File: config.mk
export PLATFORM = sky130hd
export DESIGN_NAME = instr_fetch_unit
export DESIGN_NICKNAME = d
export VERILOG_FILES = /design/src/rtl/ifu_pkg.sv /design/src/rtl/ifu_prefetch_fifo.sv /design/src/rtl/instr_fetch_unit.sv
export SDC_FILE = /design/constraint.sdc
export NUM_CORES = 2
export LEC_CHECK = 0
export ABC_AREA = 1
export BUFFER_PORTS_ARGS = -buffer_cell sky130_fd_sc_hd__buf_4
export CAP_MARGIN = 30
export CORE_UTILIZATION = 50
export DETAILED_ROUTE_END_ITERATION = 16
export PLACE_DENSITY = 0.68
export SETUP_SLACK_MARGIN = 0.3
export SLEW_MARGIN = 20
export SYNTH_ARGS = -nofsm -noshare
export SYNTH_HDL_FRONTEND = slang
export SYNTH_SLANG_ARGS = --single-unit
File: constraint.sdc
create_clock -name clk -period 7.3 [get_ports clk]
set_clock_uncertainty 0.2 [all_clocks]
set_input_delay 0.73 -clock clk [delete_from_list [all_inputs] [get_ports clk]]
set_output_delay 0.73 -clock clk [all_outputs]
set_load 0.03 [all_outputs]
File: src/rtl/ifu_pkg.sv
// Shared types for the instruction fetch unit: FSM states, idle NOP word, prefetch entry.
package ifu_pkg;

   typedef enum logic [1:0] {IDLE, RUN, FLUSH, HALT} ifu_state_e;

   localparam logic [31:0] NOP_INSTR = 32'h0000_0013;

   typedef struct packed {
      logic [31:0] pc;
      logic [31:0] instr;
   } fifo_entry_t;

   localparam int ENTRY_W = $bits(fifo_entry_t);

endpackage

File: src/rtl/ifu_prefetch_fifo.sv
// Prefetch FIFO: holds fetched {pc, instr} pairs; flush clears, push/pop may coincide.
module ifu_prefetch_fifo
   import ifu_pkg::*;
#(
   parameter  int DEPTH = 2,
   localparam int PW    = $clog2(DEPTH),
   localparam int CW    = PW + 1
) (
   input  logic               clk,
   input  logic               rst,
   input  logic               flush,
   input  logic               push,
   input  logic [ENTRY_W-1:0] push_data,
   input  logic               pop,
   output logic [ENTRY_W-1:0] head,
   output logic [CW-1:0]      count,
   output logic               empty
);

   fifo_entry_t   slot [DEPTH];
   logic [PW-1:0] rd_ptr;
   logic [PW-1:0] wr_ptr;
   logic          full;
   logic          do_push;
   logic          do_pop;

   assign empty   = (count == '0);
   assign full    = (count == CW'(DEPTH));
   assign do_pop  = pop && !empty;
   // a full FIFO still accepts a push when the head leaves on the same edge
   assign do_push = push && (!full || do_pop);
   assign head    = slot[rd_ptr];

   always_ff @(posedge clk or posedge rst) begin
      if (rst) begin
         rd_ptr <= '0;
         wr_ptr <= '0;
         count  <= '0;
      end else if (flush) begin
         rd_ptr <= '0;
         wr_ptr <= '0;
         count  <= '0;
      end else begin
         if (do_push) wr_ptr <= wr_ptr + PW'(1);
         if (do_pop)  rd_ptr <= rd_ptr + PW'(1);
         count <= count + CW'(do_push) - CW'(do_pop);
      end
   end

   always_ff @(posedge clk) begin
      if (do_push && !flush) slot[wr_ptr] <= push_data;
   end

endmodule

File: src/rtl/instr_fetch_unit.sv
// Instruction fetch unit: loadable instruction memory, sequential prefetch, valid/ready output.
// Optional IFETCH_MISALIGN_TRAP_EN: misaligned redirect traps into HALT and raises misalign.
module instr_fetch_unit
   import ifu_pkg::*;
#(
   parameter  int          MEM_WORDS  = 64,
   parameter  int          FIFO_DEPTH = 2,
   parameter  logic [31:0] NOP_INSTR  = ifu_pkg::NOP_INSTR,
   localparam int          AW         = $clog2(MEM_WORDS)
) (
   input  logic          clk,
   input  logic          reset,
   input  logic          load_en,
   input  logic [AW-1:0] load_addr,
   input  logic [31:0]   load_data,
   input  logic          start,
   input  logic          redirect,
   input  logic [31:0]   redirect_pc,
   input  logic          instr_ready,
   output logic          instr_valid,
   output logic [31:0]   instruction,
   output logic [31:0]   instr_pc,
   output logic          busy
`ifdef IFETCH_MISALIGN_TRAP_EN
  ,output logic          misalign
`endif
);

   localparam int CW = $clog2(FIFO_DEPTH) + 1;
   localparam int OW = CW + 1;

   ifu_state_e  state;
   logic [31:0] fetch_pc;
   logic [31:0] rd_pc;
   logic [31:0] rd_data;
   logic        in_flight;
   logic [31:0] mem [MEM_WORDS];

   logic [31:0] redir_pc;
   logic        take_redirect;
   logic        xfer;
   logic        issue;
   logic [OW-1:0] occ;
   logic [OW-1:0] limit;

   fifo_entry_t   head;
   fifo_entry_t   push_entry;
   logic [CW-1:0] fifo_count;
   logic          fifo_empty;

`ifdef IFETCH_MISALIGN_TRAP_EN
   logic bad_align;
   assign bad_align = (redirect_pc[1:0] != 2'b00);
   assign redir_pc  = redirect_pc;
   assign misalign  = (state == HALT);
`else
   assign redir_pc  = redirect_pc & ~32'h3;
`endif

   assign take_redirect = redirect && (state != HALT);
   assign xfer          = instr_valid && instr_ready;

   // a head leaving this edge frees a slot, which keeps one word per cycle flowing
   assign occ   = OW'(fifo_count) + OW'(in_flight);
   assign limit = OW'(FIFO_DEPTH) + OW'(xfer);
   assign issue = (state == RUN) && !redirect && (occ < limit);

   always_ff @(posedge clk or posedge reset) begin
      if (reset) begin
         state     <= IDLE;
         fetch_pc  <= '0;
         rd_pc     <= '0;
         in_flight <= 1'b0;
      end else begin
         in_flight <= issue;
         if (issue) begin
            rd_pc    <= fetch_pc;
            fetch_pc <= fetch_pc + 32'd4;
         end
         if (take_redirect) begin
            in_flight <= 1'b0;
            fetch_pc  <= redir_pc;
`ifdef IFETCH_MISALIGN_TRAP_EN
            state     <= bad_align ? HALT : FLUSH;
`else
            state     <= FLUSH;
`endif
         end else begin
            case (state)
               IDLE:    if (start) state <= RUN;
               FLUSH:   state <= RUN;
               default: state <= state;
            endcase
         end
      end
   end

   // read-before-write: a same-index read during a load returns the old word
   always_ff @(posedge clk) begin
      if (load_en) mem[load_addr] <= load_data;
      if (issue)   rd_data <= mem[fetch_pc[AW+1:2]];
   end

   assign push_entry = '{pc: rd_pc, instr: rd_data};

   ifu_prefetch_fifo #(.DEPTH(FIFO_DEPTH)) u_fifo (
      .clk       (clk),
      .rst       (reset),
      .flush     (take_redirect),
      .push      (in_flight),
      .push_data (push_entry),
      .pop       (xfer),
      .head      (head),
      .count     (fifo_count),
      .empty     (fifo_empty)
   );

   assign instr_valid = !fifo_empty;
   assign instruction = instr_valid ? head.instr : NOP_INSTR;
   assign instr_pc    = instr_valid ? head.pc : 32'h0;
   assign busy        = (state != IDLE);

endmodule

==> run_results.csv <==
group,metric,value,unit
hold_path,hold_class,"input port to register",
cts,clk_pin_slew_worst_paths,0.06,ns
timing,period_share,0.591,
yosys,synth.ff_latch_count,2271,
timing,fmax,0.232,GHz
grt,grt_overflow,0,
setup_path,startpoint_type,"register",
pwr,power_density,368,nW/um^2
detailed_routing,drt_pass1_iterations,5,
yosys,synth_edf_count,2204,
layout,final_cell_mix,"2823 x nand2_1, 2204 x edfxtp_1, 1477 x nand3_1",
yosys,synth_xor_area_frac,0.000726,
timing,finalSetupViolCount,0,
layout,syn2layout_area_growth,11.2,%
cts,clock_path_buffers,3,
place,numPortBuffers,137,
floorplan,ios,142,
timing,slew_headroom,0.128,
yosys,synth_ff_type,"edfxtp_1",
setup_path,arrival,4.62,ns
place,routabilityCongestion,0.870,
floorplan,fp.dieH,441,um
setup_path,crit_required,7.61,ns
yosys,synthAdderAreaFrac,0.000648,
yosys,synthSimpleGateAreaFrac,0.203,
detailed_routing,antenna_left,0,
detailed_routing,drt_wl_total,257000,um
floorplan,rows,160,
cts,cts_resized,0,
cts,cts.sinks,2271,
setup_path,path_common_cell,"nand2_1",
setup_path,end_kind,"register",
outcome,status,"finished, final reports clean",
yosys,muxShareOfSynthArea,0,
pwr,leakage,43.2,nW
timing,rsz0062_at_grt,"false",
setup_path,crit_fanout,172,
grt,grt_pass1_wl,377000,um
timing,fin_crit,4.31,ns
detailed_routing,drt_iter0_drc,7265,
cts,clock-root-buffer,"clkbuf_16",
grt,antenna_found_initial,16,
cts,htree_num_levels,4,
detailed_routing,wire_per_inst,22.0,um
job,cap_violations,0,
layout,drive_above_1_share,0.0818,
setup_path,critPathSlowestCell,"dfrtp_4",
yosys,syn_avg_cell_area,10.8,um^2
layout,finalNetCount,9064,
cts,tritoncts,"yes",
setup_path,critPathKind,"register to register",
yosys,synth-seq-area-share,0.703,
cts,postCtsHoldBufs,20,
grt,grtUsageTotal,0.262,
setup_path,path_cells,"buf_4 > buf_12 > nand2_1 > nand3_1 > nand3_1 > nand3_1 > nand2_1 > nand2_1 > nand2_1 > inv_1 > nand2_1",
cts,clk_latency,0.87,ns
yosys,syn_inst,8969,
setup_path,cp_slowest_stage_delay,0.86,ns
layout,fin_util,0.562,
grt,grt_max_degree,199,
detailed_routing,drc,0,
timing,fin_tns_setup,0,ns
detailed_routing,vias_per_cell,5.50,
yosys,synth_top_family_by_area,"simple AND/OR/NAND/NOR gates",
layout,mostFrequentLayoutCell,"nand2_1",
place,hpwl,129000,um
yosys,synth_cell_type_count,35,
pwr,vdd_drop_max,0.352,mV
floorplan,fp.dieW,441,um
floorplan,core_area,191000,um^2
timing,worstMarginPinSlew,1.31,ns
timing,slew_viol_final,0,
layout,num-fill-cells,15500,
cts,cts_setup_buffers,0,
yosys,synth_area,96600,um^2
grt,grt_pass1_vias,60200,
yosys,synth_warnings,0,
setup_path,path_buf_inv,3,
cts,numCtsBuffers,220,
floorplan,dieArea,195000,um^2
detailed_routing,vias,64300,
yosys,synthArstFlopShare,0.0295,
setup_path,crit_family,"buffers and inverters",
timing,final-hold-violation-count,0,
floorplan,start_util,0.506,
yosys,synth_compound_area_frac,0.0182,
worst paths after layout:
path	from	end	slack, ns	cells past startpoint
worst max register to register	fetch_pc[2]	rd_data[30]	2.99	11
max in group asynchronous	reset	fetch_pc[2]	5.97	5
min in group asynchronous	reset	rd_pc[19]	0.35	4
worst min-delay path	redirect_pc[17]	fetch_pc[17]	0.06	3
worst max-delay path	fetch_pc[2]	rd_data[30]	2.99	11
worst min register to register	rd_data[12]	u_fifo.slot[0][12]	0.22	0
per-layer routing:
| layer | global-route usage | wire (um) |
|---|---|---|
| met5 | 0 | 38 |
| met4 | 0.114 | 10500 |
| met2 | 0.408 | 117000 |
| met3 | 0.0530 | 26800 |
| met1 | 0.358 | 102000 |
sequential cells by signal (all words and copies together) (netlist names), 2 cells and up:
name          flops
fetch_pc         30
rd_data          32
u_fifo.count      2
rd_pc            30
state             2
u_fifo.slot     124
mem            2048
logic make-up (layout without fill, tap and decap cells):
| logic type | after synthesis | count (layout) |
|---|---|---|
| buffers and inverters | 1767 | 1964 |
| AND/OR/NAND/NOR | 4635 | 4635 |
| other | 1 | 17 |
| flip-flops | 2271 | 2271 |
| XOR/XNOR | 8 | 8 |
| AO/OA/AOI/OAI | 282 | 282 |
| adder cells (fa/ha/maj) | 5 | 5 |
synth_stat cells, types with 2 or more instances:
cell type	number	area (um^2)
a21oi_1	62	310
a31oi_1	2	12.5
buf_1	58	218
buf_2	217	1090
buf_4	23	173
buf_6	32	360
clkbuf_1	158	593
dfrtp_1	67	1680
edfxtp_1	2204	66200
ha_1	5	62.6
inv_1	1271	4770
inv_2	7	26.3
nand2_1	2823	10600
nand2_2	2	12.5
nand3_1	1477	7390
nand4_1	14	87.6
nor2_1	193	724
nor2_2	2	12.5
nor3_1	15	75.1
nor4_1	9	56.3
o211ai_1	131	983
o21ai_0	72	360
o21ai_1	7	35.0
o22ai_1	4	25.0
or2_2	98	613
xnor2_1	2	17.5
xor2_1	6	52.6
stage by stage:
| step | area [um^2] | instances | setup slack, ns | power [mW] | hold slack, ns |
|---|---|---|---|---|---|
| after floorplan | 96600 | 8970 | 2.24 | 23.8 | 0.221 |
| after global placement | 99900 | 11200 | 3.20 | 28.0 | 0.226 |
| after detailed placement | 100000 | 11300 | 3.19 | 28.3 | 0.230 |
| after CTS | 107000 | 11700 | 3.16 | 39.4 | 0.00215 |
| after global routing | 107000 | 11700 | 2.89 | 41.2 | 0.0167 |
| final | 107000 | 11700 | 2.99 | 39.5 | 0.0577 |
cell type report:
cell class / count / area (um^2) / share of cell area
well taps: 2511 / 3140 / 0.0293
multi-input cells: 4932 / 22000 / 0.205
clock buffers: 275 / 5740 / 0.0535
clock inverters: 131 / 1350 / 0.0125
inverters: 1279 / 4840 / 0.0450
diodes: 15 / 37.5 / 0.000350
repair buffers: 279 / 2430 / 0.0227
flip-flops and latches: 2271 / 67900 / 0.632
report_power, final:
part | switching (mW) | internal, mW
Clock | 4.87 | 6.35
Sequential | 0.372 | 14.9
Combinational | 9.64 | 3.41
Total | 14.9 | 24.6
worst register-to-register path, delay by kind of cell (launching register included):
| family | cells | cell delay (ns) |
|---|---|---|
| simple gates | 8 | 1.56 |
| flops | 1 | 0.86 |
| buf+inv | 3 | 1.39 |
Note: power is estimated with default switching activity, not from simulation.
